==> src/rtl/sram_bist_pkg.sv <==
// sram_bist_pkg
//   Shared types and the March C- element table for the SRAM BIST engine.
//   Contents:
//     op_t      - the four SRAM operations (write/read of pattern 0/1)
//     state_t   - sequencer states
//     NUM_ELEM  - number of march elements
//     ELEM_DOWN / ELEM_TWO_OPS / elem_op - element table (direction, op count, op list)
package sram_bist_pkg;

    typedef enum logic [1:0] {
        OP_W0 = 2'd0,
        OP_W1 = 2'd1,
        OP_R0 = 2'd2,
        OP_R1 = 2'd3
    } op_t;

    typedef enum logic [1:0] {
        IDLE  = 2'd0,
        RUN   = 2'd1,
        DRAIN = 2'd2,
        DONE  = 2'd3
    } state_t;

    localparam int NUM_ELEM = 6;

    // Bit e set: element e walks addresses N-1..0 (otherwise 0..N-1).
    localparam logic [NUM_ELEM-1:0] ELEM_DOWN    = 6'b011000;
    // Bit e set: element e performs two ops per address (otherwise one).
    localparam logic [NUM_ELEM-1:0] ELEM_TWO_OPS = 6'b011110;

    // Op list: 'second' selects the second op of a two-op element.
    function automatic op_t elem_op(input logic [2:0] elem, input logic second);
        case (elem)
            3'd0:    return OP_W0;
            3'd1:    return second ? OP_W1 : OP_R0;
            3'd2:    return second ? OP_W0 : OP_R1;
            3'd3:    return second ? OP_W1 : OP_R0;
            3'd4:    return second ? OP_W0 : OP_R1;
            default: return OP_R0;
        endcase
    endfunction

    function automatic logic op_is_read(input op_t op);
        return (op == OP_R0) || (op == OP_R1);
    endfunction

    function automatic logic op_value(input op_t op);
        return (op == OP_W1) || (op == OP_R1);
    endfunction

endpackage

==> src/rtl/sram_bist_checker.sv <==
// sram_bist_checker
//   Delays each issued read by READ_LATENCY cycles, compares the SRAM read
//   data with the expected pattern and latches the first failing location.
//   Ports:
//     clk, rst        - clock, synchronous active-high reset
//     i_clear         - clears the sticky fail state (new test started)
//     i_rd_vld        - a read command is on the SRAM pins this cycle
//     i_rd_exp        - expected data for that read
//     i_rd_addr       - address of that read
//     i_rd_elem       - march element of that read
//     i_rdata         - SRAM read data
//     o_fail          - sticky mismatch flag
//     o_fail_addr/elem/data - location and value of the first mismatch
module sram_bist_checker #(
    parameter int ADDR_WIDTH   = 4,
    parameter int DATA_WIDTH   = 2,
    parameter int READ_LATENCY = 1
) (
    input  logic                  clk,
    input  logic                  rst,
    input  logic                  i_clear,
    input  logic                  i_rd_vld,
    input  logic [DATA_WIDTH-1:0] i_rd_exp,
    input  logic [ADDR_WIDTH-1:0] i_rd_addr,
    input  logic [2:0]            i_rd_elem,
    input  logic [DATA_WIDTH-1:0] i_rdata,
    output logic                  o_fail,
    output logic [ADDR_WIDTH-1:0] o_fail_addr,
    output logic [2:0]            o_fail_elem,
    output logic [DATA_WIDTH-1:0] o_fail_data
);

    logic                  r_vld_p  [READ_LATENCY];
    logic [DATA_WIDTH-1:0] r_exp_p  [READ_LATENCY];
    logic [ADDR_WIDTH-1:0] r_addr_p [READ_LATENCY];
    logic [2:0]            r_elem_p [READ_LATENCY];

    logic                  r_fail;
    logic [ADDR_WIDTH-1:0] r_fail_addr;
    logic [2:0]            r_fail_elem;
    logic [DATA_WIDTH-1:0] r_fail_data;

    logic                  w_mismatch;

    // Pipe stage 0 captures the command as the SRAM samples it; the last
    // stage lines up with the cycle the SRAM presents the read data.
    always_ff @(posedge clk) begin
        if (rst) begin
            for (int i = 0; i < READ_LATENCY; i++) r_vld_p[i] <= 1'b0;
        end else begin
            r_vld_p[0] <= i_rd_vld;
            for (int i = 1; i < READ_LATENCY; i++) r_vld_p[i] <= r_vld_p[i-1];
        end
    end

    always_ff @(posedge clk) begin
        r_exp_p[0]  <= i_rd_exp;
        r_addr_p[0] <= i_rd_addr;
        r_elem_p[0] <= i_rd_elem;
        for (int i = 1; i < READ_LATENCY; i++) begin
            r_exp_p[i]  <= r_exp_p[i-1];
            r_addr_p[i] <= r_addr_p[i-1];
            r_elem_p[i] <= r_elem_p[i-1];
        end
    end

    assign w_mismatch = r_vld_p[READ_LATENCY-1] && (i_rdata != r_exp_p[READ_LATENCY-1]);

    // Compare / first-fail capture
    always_ff @(posedge clk) begin
        if (rst || i_clear) begin
            r_fail      <= 1'b0;
            r_fail_addr <= '0;
            r_fail_elem <= '0;
            r_fail_data <= '0;
        end else if (w_mismatch && !r_fail) begin
            r_fail      <= 1'b1;
            r_fail_addr <= r_addr_p[READ_LATENCY-1];
            r_fail_elem <= r_elem_p[READ_LATENCY-1];
            r_fail_data <= i_rdata;
        end
    end

    assign o_fail      = r_fail;
    assign o_fail_addr = r_fail_addr;
    assign o_fail_elem = r_fail_elem;
    assign o_fail_data = r_fail_data;

endmodule

==> src/rtl/sram_march_bist.sv <==
// sram_march_bist
//   March C- BIST sequencer for a single-port OpenRAM macro. Issues one SRAM
//   op per cycle (10N ops), then drains the read pipe and reports pass/fail.
//   Ports:
//     clk, rst            - clock shared with the SRAM, sync active-high reset
//     start               - one-cycle run request (honoured in IDLE/DONE)
//     busy, done          - run status
//     fail, fail_addr, fail_elem, fail_data - first-mismatch report
//     sram_csb/web/oeb    - active-low SRAM controls
//     sram_addr, sram_wdata, sram_data_oe - address, write data, DATA drive enable
//     sram_rdata          - DATA bus as seen by the BIST
module sram_march_bist
    import sram_bist_pkg::*;
#(
    parameter int ADDR_WIDTH   = 4,
    parameter int DATA_WIDTH   = 2,
    parameter int READ_LATENCY = 1
) (
    input  logic                  clk,
    input  logic                  rst,
    input  logic                  start,
    output logic                  busy,
    output logic                  done,
    output logic                  fail,
    output logic [ADDR_WIDTH-1:0] fail_addr,
    output logic [2:0]            fail_elem,
    output logic [DATA_WIDTH-1:0] fail_data,
    output logic                  sram_csb,
    output logic                  sram_web,
    output logic                  sram_oeb,
    output logic [ADDR_WIDTH-1:0] sram_addr,
    output logic [DATA_WIDTH-1:0] sram_wdata,
    output logic                  sram_data_oe,
    input  logic [DATA_WIDTH-1:0] sram_rdata
);

    localparam logic [ADDR_WIDTH-1:0] ADDR_FIRST = '0;
    localparam logic [ADDR_WIDTH-1:0] ADDR_LAST  = '1;
    localparam logic [2:0]            LAST_ELEM  = 3'(NUM_ELEM - 1);
    localparam logic [1:0]            DRAIN_LAST = 2'(READ_LATENCY - 1);

    state_t                r_state, w_state;
    logic [2:0]            r_elem,  w_elem;
    logic [ADDR_WIDTH-1:0] r_addr,  w_addr;
    logic                  r_opi,   w_opi;
    logic [1:0]            r_drain, w_drain;
    logic                  r_busy,  w_busy;
    logic                  r_done,  w_done;
    op_t                   r_op,    w_op;

    logic                  r_csb, r_web, r_oeb, r_data_oe;
    logic [ADDR_WIDTH-1:0] r_sram_addr;
    logic [DATA_WIDTH-1:0] r_wdata;

    logic w_issue, w_clear, w_down, w_op_end, w_addr_end, w_seq_end;
    logic w_write, w_read, w_rd_vld;

    // Next-state: counters always describe the op that will be on the pins
    // after the next edge.
    always_comb begin
        w_state  = r_state;
        w_elem   = r_elem;
        w_addr   = r_addr;
        w_opi    = r_opi;
        w_drain  = r_drain;
        w_busy   = r_busy;
        w_done   = r_done;
        w_clear  = 1'b0;
        w_issue  = 1'b0;

        w_down     = ELEM_DOWN[r_elem];
        w_op_end   = !ELEM_TWO_OPS[r_elem] || r_opi;
        w_addr_end = (r_addr == (w_down ? ADDR_FIRST : ADDR_LAST));
        w_seq_end  = w_op_end && w_addr_end && (r_elem == LAST_ELEM);

        case (r_state)
            IDLE, DONE: begin
                if (start) begin
                    w_state = RUN;
                    w_elem  = '0;
                    w_addr  = ADDR_FIRST;
                    w_opi   = 1'b0;
                    w_busy  = 1'b1;
                    w_done  = 1'b0;
                    w_clear = 1'b1;
                    w_issue = 1'b1;
                end
            end
            RUN: begin
                if (w_seq_end) begin
                    w_state = DRAIN;
                    w_drain = '0;
                end else begin
                    w_issue = 1'b1;
                    if (!w_op_end) begin
                        w_opi = 1'b1;
                    end else begin
                        w_opi = 1'b0;
                        if (w_addr_end) begin
                            w_elem = r_elem + 3'd1;
                            w_addr = ELEM_DOWN[r_elem + 3'd1] ? ADDR_LAST : ADDR_FIRST;
                        end else begin
                            w_addr = w_down ? r_addr - 1'b1 : r_addr + 1'b1;
                        end
                    end
                end
            end
            DRAIN: begin
                // Last read data is compared on the same edge that enters DONE.
                if (r_drain == DRAIN_LAST) begin
                    w_state = DONE;
                    w_busy  = 1'b0;
                    w_done  = 1'b1;
                end else begin
                    w_drain = r_drain + 2'd1;
                end
            end
            default: w_state = IDLE;
        endcase

        w_op    = elem_op(w_elem, w_opi);
        w_write = w_issue && !op_is_read(w_op);
        w_read  = w_issue && op_is_read(w_op);
    end

    // Registered state and SRAM pins
    always_ff @(posedge clk) begin
        if (rst) begin
            r_state     <= IDLE;
            r_elem      <= '0;
            r_addr      <= '0;
            r_opi       <= 1'b0;
            r_drain     <= '0;
            r_busy      <= 1'b0;
            r_done      <= 1'b0;
            r_op        <= OP_W0;
            r_csb       <= 1'b1;
            r_web       <= 1'b1;
            r_oeb       <= 1'b1;
            r_data_oe   <= 1'b0;
            r_sram_addr <= '0;
            r_wdata     <= '0;
        end else begin
            r_state     <= w_state;
            r_elem      <= w_elem;
            r_addr      <= w_addr;
            r_opi       <= w_opi;
            r_drain     <= w_drain;
            r_busy      <= w_busy;
            r_done      <= w_done;
            r_op        <= w_op;
            r_csb       <= !w_issue;
            r_web       <= !w_write;
            r_oeb       <= !w_read;
            r_data_oe   <= w_write;
            r_sram_addr <= w_issue ? w_addr : '0;
            r_wdata     <= w_write ? {DATA_WIDTH{op_value(w_op)}} : '0;
        end
    end

    assign w_rd_vld = !r_csb && !r_oeb;

    sram_bist_checker #(
        .ADDR_WIDTH  (ADDR_WIDTH),
        .DATA_WIDTH  (DATA_WIDTH),
        .READ_LATENCY(READ_LATENCY)
    ) u_checker (
        .clk        (clk),
        .rst        (rst),
        .i_clear    (w_clear),
        .i_rd_vld   (w_rd_vld),
        .i_rd_exp   ({DATA_WIDTH{op_value(r_op)}}),
        .i_rd_addr  (r_sram_addr),
        .i_rd_elem  (r_elem),
        .i_rdata    (sram_rdata),
        .o_fail     (fail),
        .o_fail_addr(fail_addr),
        .o_fail_elem(fail_elem),
        .o_fail_data(fail_data)
    );

    assign busy         = r_busy;
    assign done         = r_done;
    assign sram_csb     = r_csb;
    assign sram_web     = r_web;
    assign sram_oeb     = r_oeb;
    assign sram_addr    = r_sram_addr;
    assign sram_wdata   = r_wdata;
    assign sram_data_oe = r_data_oe;

endmodule

==> config.mk <==
export PLATFORM = sky130hd
export DESIGN_NAME = sram_march_bist
export DESIGN_NICKNAME = d
export VERILOG_FILES = /design/src/rtl/sram_bist_pkg.sv /design/src/rtl/sram_bist_checker.sv /design/src/rtl/sram_march_bist.sv
export SDC_FILE = /design/constraint.sdc
export NUM_CORES = 1
export LEC_CHECK = 0
export ABC_CLOCK_PERIOD_IN_PS = 2900
export CAP_MARGIN = 20
export CELL_PAD_IN_SITES_DETAIL_PLACEMENT = 0
export CELL_PAD_IN_SITES_GLOBAL_PLACEMENT = 1
export CORE_ASPECT_RATIO = 0.7
export CORE_MARGIN = 2
export CORE_UTILIZATION = 35
export DETAILED_ROUTE_END_ITERATION = 7
export PLACE_DENSITY = 0.65
export SLEW_MARGIN = 20
export SYNTH_ARGS = -nofsm -noshare
export SYNTH_HDL_FRONTEND = slang
export SYNTH_SLANG_ARGS = --single-unit
==> constraint.sdc <==
create_clock -name clk -period 2.9 [get_ports clk]
set_clock_uncertainty 0.1 [all_clocks]
set_input_delay 0.58 -clock clk [delete_from_list [all_inputs] [get_ports clk]]
set_output_delay 0.58 -clock clk [all_outputs]
set_load 0.03 [all_outputs]
==> summary.md, run 1 <==
| Metric | Value |
|---|---|
| CTS root buf | `clkbuf_8` |
| Clock Pin Slew Worst Setup and Hold Paths | `0.09 ns` |
| Fmax | `430 MHz` |
| Seq/Total Area, Yosys | `45.5%` |
| Share of layout cells above drive strength 1 | `13.1%` |
| Largest net degree at the start of global routing | `17` |
| Critical path arrival | `2.43 ns` |
| Pwr Density | `675 nW/um^2` |
| Number of iterations in the first detailed-routing pass | `4` |
| Main area contributors after synthesis | `dfxtp_1, ha_1, nor2_1` |
| Layout Cells excl Fill | `308` |
| First-pass GRT wire length | `7040 um` |
| Via density | `4.91` |
| Global route overflow | `0` |
| Post-synth EDFFs | `0` |
| Fin nets | `250` |
| Worst vdd ir | `0.239 mV` |
| Critical Path Fanout Max | `10` |
| Yosys Warn Count | `0` |
| Slowest CP cell | `dfxtp_1` |
| Post-CTS setup buffers | `0` |
| Post-synth ARST share | `0%` |
| Initial antenna violation count | `0` |
| Die extent in y | `66.9 um` |
| Starting density of the core | `37.0%` |
| Post-CTS sizing | `0` |
| Synth top cells by count | `dfxtp_1, nor2_1, a21oi_1` |
| Final setup fails | `0` |
| Post-layout power | `0.00164 W` |
| Crit. End Element | `flop` |
| Status | `completed` |
| Worst Tran Pin Value | `0.611 ns` |
| DR iter-0 viols | `51` |
| Post-Route Utilization | `45.4%` |
| Total Routing Usage GR | `14.6%` |
| HPWL after detailed placement | `3160 um` |
| Max-slew violation count | `0` |
| Area share of the largest cell type after synthesis | `45.5%` |
| Syn nets | `220` |
| Syn Inst Count | `205` |
| Design area | `2420 sq um` |
| Minimum clock period | `2.33 ns` |
| IO Port Bufs | `26` |
| Synth Register Bits | `45` |
| WL per Instance | `13.7 um` |
| Placement Rows | `22` |
| Fin. Hold Viols | `0` |
| Setup_tns | `0 ns` |
| # hold bufs at CTS | `0` |
| Vias in the first global route | `1475` |
| GP Congestion | `0.838` |
| Netlist cell types | `46` |
| Count leader, synth | `dfxtp_1` |
| Die width | `93.9 um` |
| Leak | `0.850 nW` |
| Crit path launch type | `flop` |
| # clock sinks | `45` |
| IO Pins | `27` |
| Antenna-violating nets left | `0` |
| Main synth FF type | `dfxtp_1` |
| Dpl cells | `300` |
| CP bufs+invs | `1` |
| Tcrit/Tclk final | `80.3%` |
| Most frequent CP cell | `and2_1` |
| Area delta synth->final | `22.5%` |
| Area post-placement | `2330 sq um` |
| Max Buffers Root-to-Sink | `2` |
| ANT cells | `0` |
| Unrepaired setup endpoints after global routing | `false` |
| Hold Crit Class | `reg2reg` |
| Core area | `5340 sq um` |
| Largest area contributor in the netlist | `dfxtp_1` |
| Cell Area, Synth | `1980 sq um` |
| Via count | `1512` |
| Die area | `6280 sq um` |
| Htree depth | `2` |
| Clock buffer count from CTS | `5` |
| Max Cap Violations | `0` |
| Crit Path Class | `reg2reg` |
| Avg Synthesized Cell Area | `9.65 sq um` |
| Rel. slew slack | `58.8%` |
| Largest delay share family, worst path | `simple AND/OR/NAND/NOR gates` |
| Critical path cell sequence | `inv_1 > ha_1 > nor2b_2 > and2_1 > nand2_1 > o311a_4 > maj3_2 > and2_1` |
| Max stage delay on crit path | `0.39 ns` |
| TritonCTS clock tree | `done` |
| DRC Markers | `0` |
| Worst EP required | `3.00 ns` |
| Routed WL | `4210 um` |
| Clk Latency, worst-skew pair | `0.30 ns` |
-- area by class of cell --
cell class	instances	area (sq um)
fill	526	2920
inverter	10	37.5
tap	72	90.1
clock buffer	5	68.8
timing repair buffer	30	290
multi-input combinational	143	1010
sequential	45	901
clock inverter	3	21.3
-- cell usage in the layout (no fill, tap or decap), drive strengths merged, types with 2 or more instances in the layout --
master / count
mux2i: 11
a211oi: 2
nand2b: 7
clkdlybuf4s50: 26
nand3: 4
xnor2: 3
ha: 9
nor2: 30
o2111ai: 2
a21oi: 16
dfxtp: 45
o21ai: 8
inv: 11
nor3: 6
nand2: 8
o211ai: 2
buf: 4
a21o: 3
nor2b: 7
and2: 5
mux2: 2
and3: 2
clkbuf: 5
-- flip-flops by register name, indices dropped and copies added (netlist names), 2 cells and up, named ones only --
signal / flops
r_addr: 4
sram_addr: 4
u_checker.o_fail_addr: 4
u_checker.r_addr_p: 4
r_elem: 3
u_checker.o_fail_elem: 3
u_checker.r_elem_p: 3
r_drain: 2
r_state: 2
u_checker.o_fail_data: 2
-- cell families after synthesis --
| logic type | after synthesis | synth area share (%) |
|---|---|---|
| flip-flops | 45 | 45.5 |
| XOR/XNOR | 4 | 1.77 |
| buffers and inverters | 17 | 3.54 |
| AO/OA/AOI/OAI | 41 | 15.3 |
| multiplexers | 13 | 6.70 |
| adder cells (fa/ha/maj) | 11 | 7.27 |
| AND/OR/NAND/NOR | 74 | 19.9 |
-- metrics by stage --
step | worst slack [ns] | hold WS (ns)
3_3_place_gp | 0.346 | 0.223
5_1_grt | 0.436 | 0.252
6_report | 0.573 | 0.238
2_1_floorplan | 0.760 | 0.282
3_5_place_dp | 0.262 | 0.220
4_1_cts | 0.585 | 0.242
-- report_power, final --
part	switching [W]	internal, W	total, W
clock	0.000221	0.000171	0.000392
combinational	0.000326	0.000202	0.000527
sequential	0.0000425	0.000674	0.000716
-- final timing paths --
kind | from | endpoint | slack, ns | depth (start not counted)
max | r_state[0] | sram_data_oe | 0.57 | 8
min | r_op[0] | u_checker.r_exp_p[0][0] | 0.24 | 0
max reg2reg | r_state[0] | sram_data_oe | 0.57 | 8
min reg2reg | r_op[0] | u_checker.r_exp_p[0][0] | 0.24 | 0
-- layer usage --
layer  GRT usage (%)  vias up  share of wire [%]
met3            4.30        5                4.3
met1            19.7      718                 51
met2            22.5       30                 44
met4            4.53        0               0.78
li1                -      759                  -
met5               0        -                  0
Power figures use the tool's default switching activity.
==> run 2, diff against run 1 <==
--- a/config.mk
+++ b/config.mk
@@ -5,7 +5,7 @@
 export SDC_FILE = /design/constraint.sdc
 export NUM_CORES = 1
 export LEC_CHECK = 0
-export ABC_CLOCK_PERIOD_IN_PS = 2900
+export ABC_CLOCK_PERIOD_IN_PS = 1950
 export CAP_MARGIN = 20
 export CELL_PAD_IN_SITES_DETAIL_PLACEMENT = 0
 export CELL_PAD_IN_SITES_GLOBAL_PLACEMENT = 1
@@ -13,7 +13,7 @@
 export CORE_MARGIN = 2
 export CORE_UTILIZATION = 35
 export DETAILED_ROUTE_END_ITERATION = 7
-export PLACE_DENSITY = 0.65
+export PLACE_DENSITY = 0.67
 export SLEW_MARGIN = 20
 export SYNTH_ARGS = -nofsm -noshare
 export SYNTH_HDL_FRONTEND = slang
==> constraint.sdc (replaced) <==
create_clock -name clk -period 1.95 [get_ports clk]
set_clock_uncertainty 0.1 [all_clocks]
set_input_delay 0.39 -clock clk [delete_from_list [all_inputs] [get_ports clk]]
set_output_delay 0.39 -clock clk [all_outputs]
set_load 0.03 [all_outputs]
==> summary.md, run 2 (synthesized netlist as in run 1, its figures left out) <==
| Metric | Value |
|---|---|
| Status | `complete, but fails checks` |
| Failing checks | `negative setup slack` |
| Max Cap Violations | `0` |
| Routed WL | `4470 um` |
| Unrepaired setup endpoints after global routing | `true` |
| Fin nets | `283` |
| Core area | `5340 sq um` |
| Total Routing Usage GR | `15.3%` |
| Worst Tran Pin Value | `0.314 ns` |
| # hold bufs at CTS | `0` |
| Die width | `93.9 um` |
| Fin. Hold Viols | `0` |
| Sw Ratio | `35.9%` |
| DRC Markers | `0` |
| Antenna-violating nets left | `0` |
| Share of layout cells above drive strength 1 | `32.0%` |
| Setup WS post-layout | `-0.113 ns` |
| # clock sinks | `45` |
| GP Congestion | `0.798` |
| Setup_tns | `-0.538 ns` |
| Pre-CTS setup slack | `-0.326 ns` |
| Commonest non-fill, non-tap cell in the layout | `dfxtp_1` |
| Crit path launch type | `flop` |
| Rel. slew slack | `79.0%` |
| Number of iterations in the first detailed-routing pass | `4` |
| Sw power | `0.00100 W` |
| Minimum clock period | `2.06 ns` |
| First-pass GRT wire length | `7170 um` |
| ANT cells | `0` |
| Htree depth | `2` |
| Critical path arrival | `2.20 ns` |
| IO Port Bufs | `26` |
| IO Pins | `27` |
| Vias in the first global route | `1490` |
| Reg power frac | `38.2%` |
| Area delta synth->final | `43.6%` |
| Die extent in y | `66.9 um` |
| WL per Instance | `13.1 um` |
| Hold Crit Class | `reg2reg` |
| Clock buffer count from CTS | `5` |
| Pwr Density | `983 nW/um^2` |
| Largest net degree at the start of global routing | `20` |
| Hold path endpoint | `u_checker.r_exp_p[0][0]` |
| Die area | `6280 sq um` |
| R2r worst-path depth | `7` |
| Logic pwr share | `40.1%` |
| Hold Path Origin | `r_op[0]` |
| Final setup fails | `9` |
| Starting density of the core | `37.0%` |
| DR iter-0 viols | `51` |
| Critical Path Fanout Max | `6` |
| Crit. End Element | `flop` |
| Max-slew violation count | `0` |
| Initial antenna violation count | `0` |
| Leak | `1.04 nW` |
| Via count | `1576` |
| Fmax | `485 MHz` |
| Max Buffers Root-to-Sink | `2` |
| Internal power | `0.00179 W` |
| Clk Latency, worst-skew pair | `0.31 ns` |
| Crit Path Class | `reg2reg` |
| Clock Pin Slew Worst Setup and Hold Paths | `0.09 ns` |
| Global route overflow | `0` |
| Via density | `4.62` |
| Reg-to-reg startpoint | `w_down` |
| Hold Path Stages | `0` |
| TritonCTS clock tree | `done` |
| Worst EP required | `2.08 ns` |
| Worst R2R End | `w_down` |
| Most frequent cells in the layout | `dfxtp_1, buf_4, nor2_1` |
| Tcrit/Tclk final | `106%` |
| HPWL after detailed placement | `3170 um` |
| R2R setup slack | `-0.11 ns` |
| Worst vdd ir | `0.447 mV` |
| CTS root buf | `clkbuf_8` |
| Clock share of power | `21.7%` |
| Placement Rows | `22` |
==> run 2: worst max path at each step <==
stage                     startpoint             to  slack (ns)  cells past startpoint
after floorplan           r_state[0]       sram_oeb       -0.09                      9
after global placement         start       sram_oeb       -0.27                      7
after global routing          w_down  sram_wdata[0]       -0.15                      7
final                         w_down         w_down       -0.11                      7
after detailed placement       start       sram_oeb       -0.33                      7
after CTS                     w_down         w_down       -0.09                      7
==> run 2: layout make-up <==
class                           instances  area [sq um]
Sequential cell                        45           908
Fill cell                             498          2500
Inverter                               10          37.5
Clock buffer                            5          68.8
Multi-Input combinational cell        143          1170
Clock inverter                          3          21.3
Tap cell                               72          90.1
Timing Repair Buffer                   63           546
==> run 2: timing repair <==
| action | in CTS | in global routing |
|---|---|---|
| setup buffers | 2 | 3 |
| pin swaps | 7 | 7 |
| setup endpoints to repair | 16 | 18 |
| gates resized for setup | 12 | 12 |
==> run 2: per-stage QoR <==
step | std cells | hold WS [ns] | total power (W) | area [sq um] | util, %
CTS | 338 | 0.237 | 0.00275 | 2760 | 51.7
finish | 341 | 0.234 | 0.00279 | 2840 | 53.2
detailed placement | 328 | 0.214 | 0.00210 | 2590 | 48.6
global route | 341 | 0.252 | 0.00295 | 2840 | 53.2
global placement | 328 | 0.212 | 0.00210 | 2590 | 48.6
floorplan | 205 | 0.282 | 0.00168 | 2040 | -
==> run 2: power groups by stage <==
| stage | Clock, W | Sequential, W | Combinational (W) |
|---|---|---|---|
| detailed placement | 0 | 0.00109 | 0.00101 |
| finish | 0.000606 | 0.00107 | 0.00112 |
| CTS | 0.000620 | 0.00107 | 0.00106 |
| global route | 0.000659 | 0.00108 | 0.00121 |
| global placement | 0 | 0.00109 | 0.00101 |
| floorplan | 0 | 0.00117 | 0.000512 |
==> run 2: per-layer routing <==
layer,share of wire [%],GRT usage (%),vias to the layer above
met4,1.9,6.70,0
li1,-,-,828
met5,0,0,-
met3,3.5,3.96,8
met2,42,22.6,22
met1,52,21.0,718
==> run 2: worst max-delay path, stage by stage (launching register included) <==
cell and delay [ns]:
dfxtp_4 0.38, ha_4 0.27, and2_4 0.19, o21ai_4 0.09, o311a_4 0.40, buf_4 0.15
or2_2 0.27, o2bb2ai_2 0.14
==> run 3, diff against run 2 <==
--- a/config.mk
+++ b/config.mk
@@ -14,6 +14,7 @@
 export CORE_UTILIZATION = 35
 export DETAILED_ROUTE_END_ITERATION = 7
 export PLACE_DENSITY = 0.67
+export SETUP_SLACK_MARGIN = 0.02
 export SLEW_MARGIN = 20
 export SYNTH_ARGS = -nofsm -noshare
 export SYNTH_HDL_FRONTEND = slang
==> summary.md, run 3 (synthesized netlist as in run 1, its figures left out) <==
| Metric | Value |
|---|---|
| Number of fill cells | `499` |
| Clock Pin Slew Worst Setup and Hold Paths | `0.09 ns` |
| Placement Rows | `22` |
| DR iter-0 viols | `51` |
| Number of iterations in the first detailed-routing pass | `4` |
| Largest net degree at the start of global routing | `20` |
| WL per Instance | `13.1 um` |
| Hold Crit Class | `reg2reg` |
| Routed WL | `4480 um` |
| Status | `complete, but fails checks` |
| Most frequent cells in the layout | `dfxtp_1, buf_4, nor2_1` |
| Die width | `93.9 um` |
| Max-slew violation count | `0` |
| Fin. Hold Viols | `0` |
| Share of layout cells above drive strength 1 | `32.2%` |
| Max Cap Violations | `0` |
| Fin nets | `284` |
| Clock buffer count from CTS | `5` |
| Largest delay share family, worst path | `compound AO/OA/AOI/OAI gates` |
| Crit Path Class | `reg2reg` |
| Slowest CP cell | `o311a_4` |
| Critical Path Fanout Max | `6` |
| Worst vdd ir | `0.447 mV` |
| Gr busiest metal | `met2` |
| Unrepaired setup endpoints after global routing | `true` |
| Starting density of the core | `37.0%` |
| Worst Tran Pin Value | `0.311 ns` |
| Max Buffers Root-to-Sink | `2` |
| Setup WS post-layout | `-0.0925 ns` |
| HPWL after detailed placement | `3170 um` |
| Leak | `1.05 nW` |
| Minimum clock period | `2.04 ns` |
| GP Congestion | `0.798` |
| Final setup fails | `9` |
| IO Pins | `27` |
| Total Routing Usage GR | `15.4%` |
| Die extent in y | `66.9 um` |
| DRC Markers | `0` |
| Clk Latency, worst-skew pair | `0.31 ns` |
| Max stage delay on crit path | `0.39 ns` |
| CTS root buf | `clkbuf_8` |
| GRT met2 Usage | `22.7%` |
| First-pass GRT wire length | `7220 um` |
| Antenna-violating nets left | `0` |
| Initial antenna violation count | `0` |
| TritonCTS clock tree | `done` |
| Global route overflow | `0` |
| Htree depth | `2` |
| Failing checks | `negative setup slack` |
| IO Port Bufs | `26` |
| Vias in the first global route | `1507` |
| Met1 Use GR | `20.8%` |
| Worst EP required | `2.08 ns` |
| Fmax | `490 MHz` |
| Via density | `4.61` |
| Area post-placement | `2590 sq um` |
| Pwr Density | `976 nW/um^2` |
| Area delta synth->final | `44.1%` |
| Crit path launch type | `flop` |
| Design area | `2850 sq um` |
| Hold WS | `0.234 ns` |
| Rel. slew slack | `79.2%` |
| Die area | `6280 sq um` |
| Commonest non-fill, non-tap cell in the layout | `dfxtp_1` |
| Core area | `5340 sq um` |
| Via count | `1576` |
| Critical path arrival | `2.18 ns` |
| ANT cells | `0` |
| Grt met3 use | `4.41%` |
| # clock sinks | `45` |
| CP bufs+invs | `1` |
| Register area | `908 sq um` |
| Area occupied by multi-input gates | `1170 sq um` |
| Critical path cell sequence | `ha_4 > and2_4 > o21ai_4 > o311a_4 > buf_4 > or2_2 > o2bb2ai_2` |
| Tcrit/Tclk final | `105%` |
| Crit. End Element | `flop` |
[run 3: changes by cell type in the layout (fill, tap and decap cells not counted)]
cell,before,now
o21ai_1,0,1
o21ai_0,6,5
buf_6,2,3
[run 3: worst paths after layout]
kind / end / slack, ns / cells after the start / from
worst min-delay path: u_checker.r_exp_p[0][0] / 0.23 / 0 / r_op[0]
worst min register to register: u_checker.r_exp_p[0][0] / 0.23 / 0 / r_op[0]
worst max-delay path: w_down / -0.09 / 7 / w_down
worst max register to register: w_down / -0.09 / 7 / w_down
[run 3: repair_timing]
item	CTS	global route
hold buffers	0	0
resized for setup	14	12
endpoints found under the setup margin	16	19
pin swaps	7	7
setup buffers	2	4
[run 3: report_power, final]
part	total (W)	internal, W	switching, W	leakage (nW)
Clock	0.000598	0.000255	0.000344	0.0445
Combinational	0.00112	0.000531	0.000588	0.638
Sequential	0.00107	0.00100	0.0000617	0.366
Total	0.00278	0.00179	0.000993	1.05
[run 3: cell type report]
class / count / area share [%]
Inverter: 10 / 1.32
Clock buffer: 5 / 2.41
Clock inverter: 3 / 0.746
Multi-Input combinational cell: 143 / 41.0
Timing Repair Buffer: 64 / 19.5
Sequential cell: 45 / 31.9
Tap cell: 72 / 3.16
[run 3: through the flow]
| step | utilization [%] | cells | setup slack, ns | total power [W] | setup TNS, ns |
|---|---|---|---|---|---|
| 2_1_floorplan | - | 205 | -0.0905 | 0.00168 | -0.163 |
| 3_3_place_gp | 48.6 | 328 | -0.274 | 0.00210 | -2.42 |
| 3_5_place_dp | 48.6 | 328 | -0.326 | 0.00210 | -3.06 |
| 4_1_cts | 51.8 | 338 | -0.0857 | 0.00276 | -0.391 |
| 5_1_grt | 53.4 | 342 | -0.147 | 0.00295 | -1.34 |
| 6_report | 53.4 | 342 | -0.0925 | 0.00278 | -0.548 |
[run 3: per-layer routing]
metal | wire (um) | share of wire (%)
met5 | 0 | 0
met4 | 94 | 2.1
met3 | 153 | 3.4
met2 | 1870 | 42
met1 | 2360 | 53
